$ cat config.mk
export PLATFORM = sky130hd
export DESIGN_NAME = fsm_pair_encoder
export DESIGN_NICKNAME = d
export VERILOG_FILES = /design/src/rtl/fsm_pair_encoder.sv
export SDC_FILE = /design/constraint.sdc
export NUM_CORES = 1
export LEC_CHECK = 0
export ABC_AREA = 1
export CAP_MARGIN = 20
export CORE_ASPECT_RATIO = 0.7
export CORE_UTILIZATION = 30
export CTS_CLUSTER_SIZE = 40
export DETAILED_ROUTE_END_ITERATION = 6
export GPL_TIMING_DRIVEN = 0
export PLACE_DENSITY = 0.51
export SYNTH_ARGS = -nofsm -noshare
export SYNTH_HDL_FRONTEND = slang
export SYNTH_SLANG_ARGS = --single-unit
export TNS_END_PERCENT = 10
$ cat constraint.sdc
create_clock -name clk -period 3.4 [get_ports clk]
set_input_delay 0.68 -clock clk [delete_from_list [all_inputs] [get_ports clk]]
set_output_delay 0.68 -clock clk [all_outputs]
set_load 0.01 [all_outputs]
$ cat src/rtl/fsm_pair_encoder.sv
// fsm_pair_encoder
// Turns a request for N "one-pairs" into a serial din_out stream that drives
// a downstream three-state pulse FSM (idle/s0/s1).
//
// One pair is: ONE_A (1 cycle), GAP_A (GAP cycles), ONE_B (1 cycle),
// GAP_B (GAP cycles). The downstream FSM arms on the first one and
// pulses on the second one, so every pair yields exactly one dout pulse.
//
// Abort is sticky and only acts on a pair boundary, so a pair is never
// cut in half. An abort that coincides with the handshake itself ends
// the request before any pair is started.
module fsm_pair_encoder #(
   parameter int CNT_W = 8,
   parameter int GAP   = 1
) (
   input  logic             clk,
   input  logic             rst_n,
   input  logic             req_valid,
   input  logic [CNT_W-1:0] req_count,
   output logic             req_ready,
   input  logic             abort,
   output logic             din_out,
   output logic             busy,
   output logic             done,
   output logic             aborted,
   output logic [CNT_W-1:0] sent_cnt
);

   typedef enum logic [2:0] {
      IDLE,
      ONE_A,
      GAP_A,
      ONE_B,
      GAP_B,
      DONE
   } state_t;

   // With GAP=0 the gap states are never entered.
   localparam bit             HAS_GAP  = (GAP > 0);
   localparam logic [3:0]     GAP_LAST = (GAP > 0) ? 4'(GAP - 1) : 4'd0;
   localparam logic [CNT_W-1:0] CNT_ONE = {{(CNT_W-1){1'b0}}, 1'b1};

   state_t           state;
   state_t           state_nx;
   logic [CNT_W-1:0] remaining;
   logic [CNT_W-1:0] remaining_nx;
   logic [CNT_W-1:0] sent;
   logic [CNT_W-1:0] sent_nx;
   logic [3:0]       gap_cnt;
   logic [3:0]       gap_cnt_nx;
   logic             abort_flag;
   logic             abort_flag_nx;

   // State and datapath registers; reset clears everything immediately.
   always_ff @(posedge clk or negedge rst_n) begin
      if (!rst_n) begin
         state      <= IDLE;
         remaining  <= '0;
         sent       <= '0;
         gap_cnt    <= '0;
         abort_flag <= 1'b0;
      end else begin
         state      <= state_nx;
         remaining  <= remaining_nx;
         sent       <= sent_nx;
         gap_cnt    <= gap_cnt_nx;
         abort_flag <= abort_flag_nx;
      end
   end

   // Next-state logic: pair sequencing, counters and the sticky abort flag.
   always_comb begin
      state_nx      = state;
      remaining_nx  = remaining;
      sent_nx       = sent;
      gap_cnt_nx    = gap_cnt;
      abort_flag_nx = abort_flag;

      case (state)
         IDLE: begin
            if (req_valid) begin
               remaining_nx  = req_count;
               sent_nx       = '0;
               gap_cnt_nx    = '0;
               abort_flag_nx = abort;
               if ((req_count == '0) || abort) begin
                  state_nx = DONE;
               end else begin
                  state_nx = ONE_A;
               end
            end
         end

         ONE_A: begin
            gap_cnt_nx = '0;
            if (HAS_GAP) begin
               state_nx = GAP_A;
            end else begin
               state_nx = ONE_B;
            end
         end

         GAP_A: begin
            if (gap_cnt == GAP_LAST) begin
               gap_cnt_nx = '0;
               state_nx   = ONE_B;
            end else begin
               gap_cnt_nx = gap_cnt + 4'd1;
            end
         end

         ONE_B: begin
            sent_nx      = sent + CNT_ONE;
            remaining_nx = remaining - CNT_ONE;
            gap_cnt_nx   = '0;
            if (HAS_GAP) begin
               state_nx = GAP_B;
            end else if ((remaining == CNT_ONE) || abort_flag || abort) begin
               state_nx = DONE;
            end else begin
               state_nx = ONE_A;
            end
         end

         GAP_B: begin
            if (gap_cnt == GAP_LAST) begin
               gap_cnt_nx = '0;
               if ((remaining == '0) || abort_flag || abort) begin
                  state_nx = DONE;
               end else begin
                  state_nx = ONE_A;
               end
            end else begin
               gap_cnt_nx = gap_cnt + 4'd1;
            end
         end

         DONE: begin
            state_nx = IDLE;
         end

         default: begin
            state_nx = IDLE;
         end
      endcase

      if ((state != IDLE) && (state != DONE) && abort) begin
         abort_flag_nx = 1'b1;
      end
   end

   // Moore outputs decoded straight from the state register.
   always_comb begin
      req_ready = (state == IDLE);
      din_out   = (state == ONE_A) || (state == ONE_B);
      busy      = (state != IDLE);
      done      = (state == DONE);
      aborted   = (state == DONE) && abort_flag;
      sent_cnt  = sent;
   end

endmodule

==> results_dict.tcl <==
set metrics [dict create \
    core_area_mm2 0.00443 \
    drt-pass1-iter-count 4 \
    required_ns 2.72 \
    cts_resized 0 \
    setup_tns_ns 0 \
    maxSlewViolCount 0 \
    endpoint_kind "output pin" \
    powerDensity_mw_per_mm2 796 \
    synthTopCellsByArea "dfrtp_1 42%, nand2_1 8.2%, nor2_1 6.9%" \
    max_cap_violations 0 \
    drt_iter0_markers 54 \
    synth_nets 193 \
    htreeDepth 1 \
    outcome "finished, final reports clean" \
    synthesis.area_mm2 0.00141 \
    path_buf_inv 4 \
    period_share 0.701 \
    cts_tree "yes" \
    cpMostUsedCell "nor2_1" \
    worst_path_max_delay_cell "clkdlybuf4s50_1" \
    regArea_um2 601 \
    synth_top_area_frac 0.425 \
    antenna_cells 0 \
    multiInputGateArea_um2 688 \
    vias_per_cell 4.66 \
    syn_avg_cell_area_um2 8.03 \
    max_slew.worst_pin.slew_ns 0.668 \
    cts_hold_buf 0 \
    drive_gt1_frac 0.0976 \
    peakVddDrop_v 0.000269 \
    dieWidth_um 84.1 \
    grt_pass1_vias 1208 \
    syn_inst 176 \
    synth-seq-area-share 0.425 \
    place_congestion 0.814 \
    critical_path_class "reg2out" \
    start_kind "flip-flop" \
    synth-seq-cells 24 \
    num_rows 20 \
    yosysTopAreaCell "dfrtp_1" \
    synth_cell_type_count 31 \
    clk_latency_ns 0.27 \
    seqPwrFrac 0.344 \
    synth_flop_cell "dfrtp_1" \
    p_leak_nw 0.851 \
    synthTopCellsByCount "31 x nand2_1, 26 x nor2_1, 24 x dfrtp_1, 22 x inv_1, 13 x nand3_1" \
    die_area_mm2 0.00500 \
    wirelength_mm 3.22 \
    rsz0062_at_grt "no" \
    hp-class "reg2reg" \
    grt_pass1_wl_mm 5.62 \
    cts_buffers 3 \
    postCtsSetupBuffers 0 \
    setup_viol 0 \
    root_buffer "clkbuf_8" \
    p_clk_frac 0.178 \
    fin_area_mm2 0.00181 \
    pin_count 25 \
    crit_chain "buf_2, inv_2, nor2_1, inv_1, nor2_1, clkdlybuf4s50_1" \
    swShare 0.410 \
    initial_core_util 0.319 \
    avgRoutedWirePerCell_um 12.4 \
    hold_viol 0 \
    drc 0 \
    internal_power_mw 0.849 \
    crit_family "buffers and inverters" \
    clock_path_buffers 2 \
    clk_pin_slew_worst_paths_ns 0.09 \
    gr-total-overflow 0 \
    synth_most_common_cell "nand2_1" \
    place.detailed.hpwl_mm 2.52 \
    grtUsageTotal 0.147 \
    fmax_ghz 0.420 \
    synth_edf_count 0 \
    antenna_found_initial 0 \
    grt_max_degree 15 \
    chipHeight_um 59.4 \
    fill_cells 443 \
    synthArstFlopShare 1.00 \
    cp_slowest_stage_delay_ns 0.54 \
    via_count 1212 \
    crit_fanout 8 \
    skew_ns 0.00153 \
    maxSlewHeadroom 0.553 \
    placed_area_mm2 0.00174 \
    arrival_ns 1.70 \
    final_antenna_net_count 0 \
    yosys_warnings 0 \
    io_buffers 24 \
    syn_to_final_growth_pct 28.0 \
    layout_min_cycle_time_ns 2.38 \
    power_frac_comb 0.478 \
    net-switching-power_mw 0.591 \
    cts.sinks 24 \
    nets 223 \
]
==> final timing paths <==
path	startpoint	end	slack, ns	depth (start not counted)
min	sent_cnt[0]$_DFFE_PN0P_	sent_cnt[0]$_DFFE_PN0P_	0.54	1
min in group asynchronous	rst_n	gap_cnt[0]$_DFFE_PN0P_	0.81	1
max	state[2]$_DFFE_PN0P_	aborted	1.02	6
max in group asynchronous	rst_n	sent_cnt[1]$_DFFE_PN0P_	2.08	2
max reg2reg	state[0]$_DFFE_PN0P_	sent_cnt[1]$_DFFE_PN0P_	1.98	7
min reg2reg	sent_cnt[0]$_DFFE_PN0P_	sent_cnt[0]$_DFFE_PN0P_	0.54	1
==> cell type report <==
cell class | count | area share
Clock buffer | 3 | 0.0228
Sequential cell | 24 | 0.332
Timing Repair Buffer | 25 | 0.141
Tap cell | 55 | 0.0380
Buffer | 2 | 0.00899
Multi-Input combinational cell | 123 | 0.380
Inverter | 27 | 0.0602
Clock inverter | 1 | 0.0166
==> metrics by stage <==
stage	power, mW	std cells	setup WS (ns)	util	hold slack (ns)
5_1_grt	1.58	260	0.866	0.408	0.583
3_3_place_gp	1.18	255	1.28	0.389	0.521
4_1_cts	1.46	260	0.986	0.408	0.557
6_report	1.44	260	1.02	0.408	0.544
2_1_floorplan	0.946	176	1.72	-	0.384
3_5_place_dp	1.19	256	1.29	0.392	0.534
==> placed cells by master, fill, tap and decap left out <==
master	instances
nand2_2	1
nand2_1	31
inv_4	1
clkdlybuf4s50_1	24
o21ai_2	1
bufinv_16	1
nand3_2	1
a31oi_1	1
inv_6	1
nand2_4	1
o21ai_0	12
nand3_1	13
clkbuf_8	3
nor2_2	1
nor2_1	26
buf_8	1
nor2_8	1
nor2_4	1
xor2_1	6
inv_1	22
o22ai_1	4
ha_1	5
nand2_8	1
dfrtp_1	24
o211a_1	1
xnor2_1	1
buf_2	1
o21ai_1	1
buf_6	1
o211ai_1	3
a21oi_1	8
a22oi_1	1
nand4_1	1
inv_2	3
a22o_1	1
==> routing by layer <==
| layer | part of all wire | track usage |
|---|---|---|
| met1 | 0.52 | 0.198 |
| met2 | 0.44 | 0.244 |
| met3 | 0.033 | 0.0390 |
| met4 | 0.0043 | 0.0222 |
| met5 | 0 | 0 |
==> state kept, by name, summed over array words and instances (netlist names) <==
name / count
sent_cnt: 8
state: 3
abort_flag: 1
remaining: 8
gap_cnt: 4
==> worst register-to-register path, cell delays in order, from the launching register on <==
cell and delay [ns]:
dfrtp_1 0.44, nor2_4 0.21, nand2_4 0.10, nor2_8 0.18, inv_6 0.09, nand2_8 0.08
inv_4 0.05, a22o_1 0.17
==> cells by family after synthesis <==
family | after synthesis | share of synthesized area
xor gates and xnor gates | 7 | 0.0434
buffers and inverters | 29 | 0.0885
AOI/OAI and AO/OA | 33 | 0.137
DFF | 24 | 0.425
and+or+nand+nor | 78 | 0.262
adders and majority gates | 5 | 0.0442
==> power groups by stage <==
stage               registers, mW  logic, mW  clock network [mW]
global placement            0.494      0.681                   0
finish                      0.495      0.689               0.257
global route                0.512      0.791               0.279
CTS                         0.495      0.699               0.264
detailed placement          0.497      0.695                   0
floorplan                   0.487      0.458                   0
(Power assumes the default switching activity.)
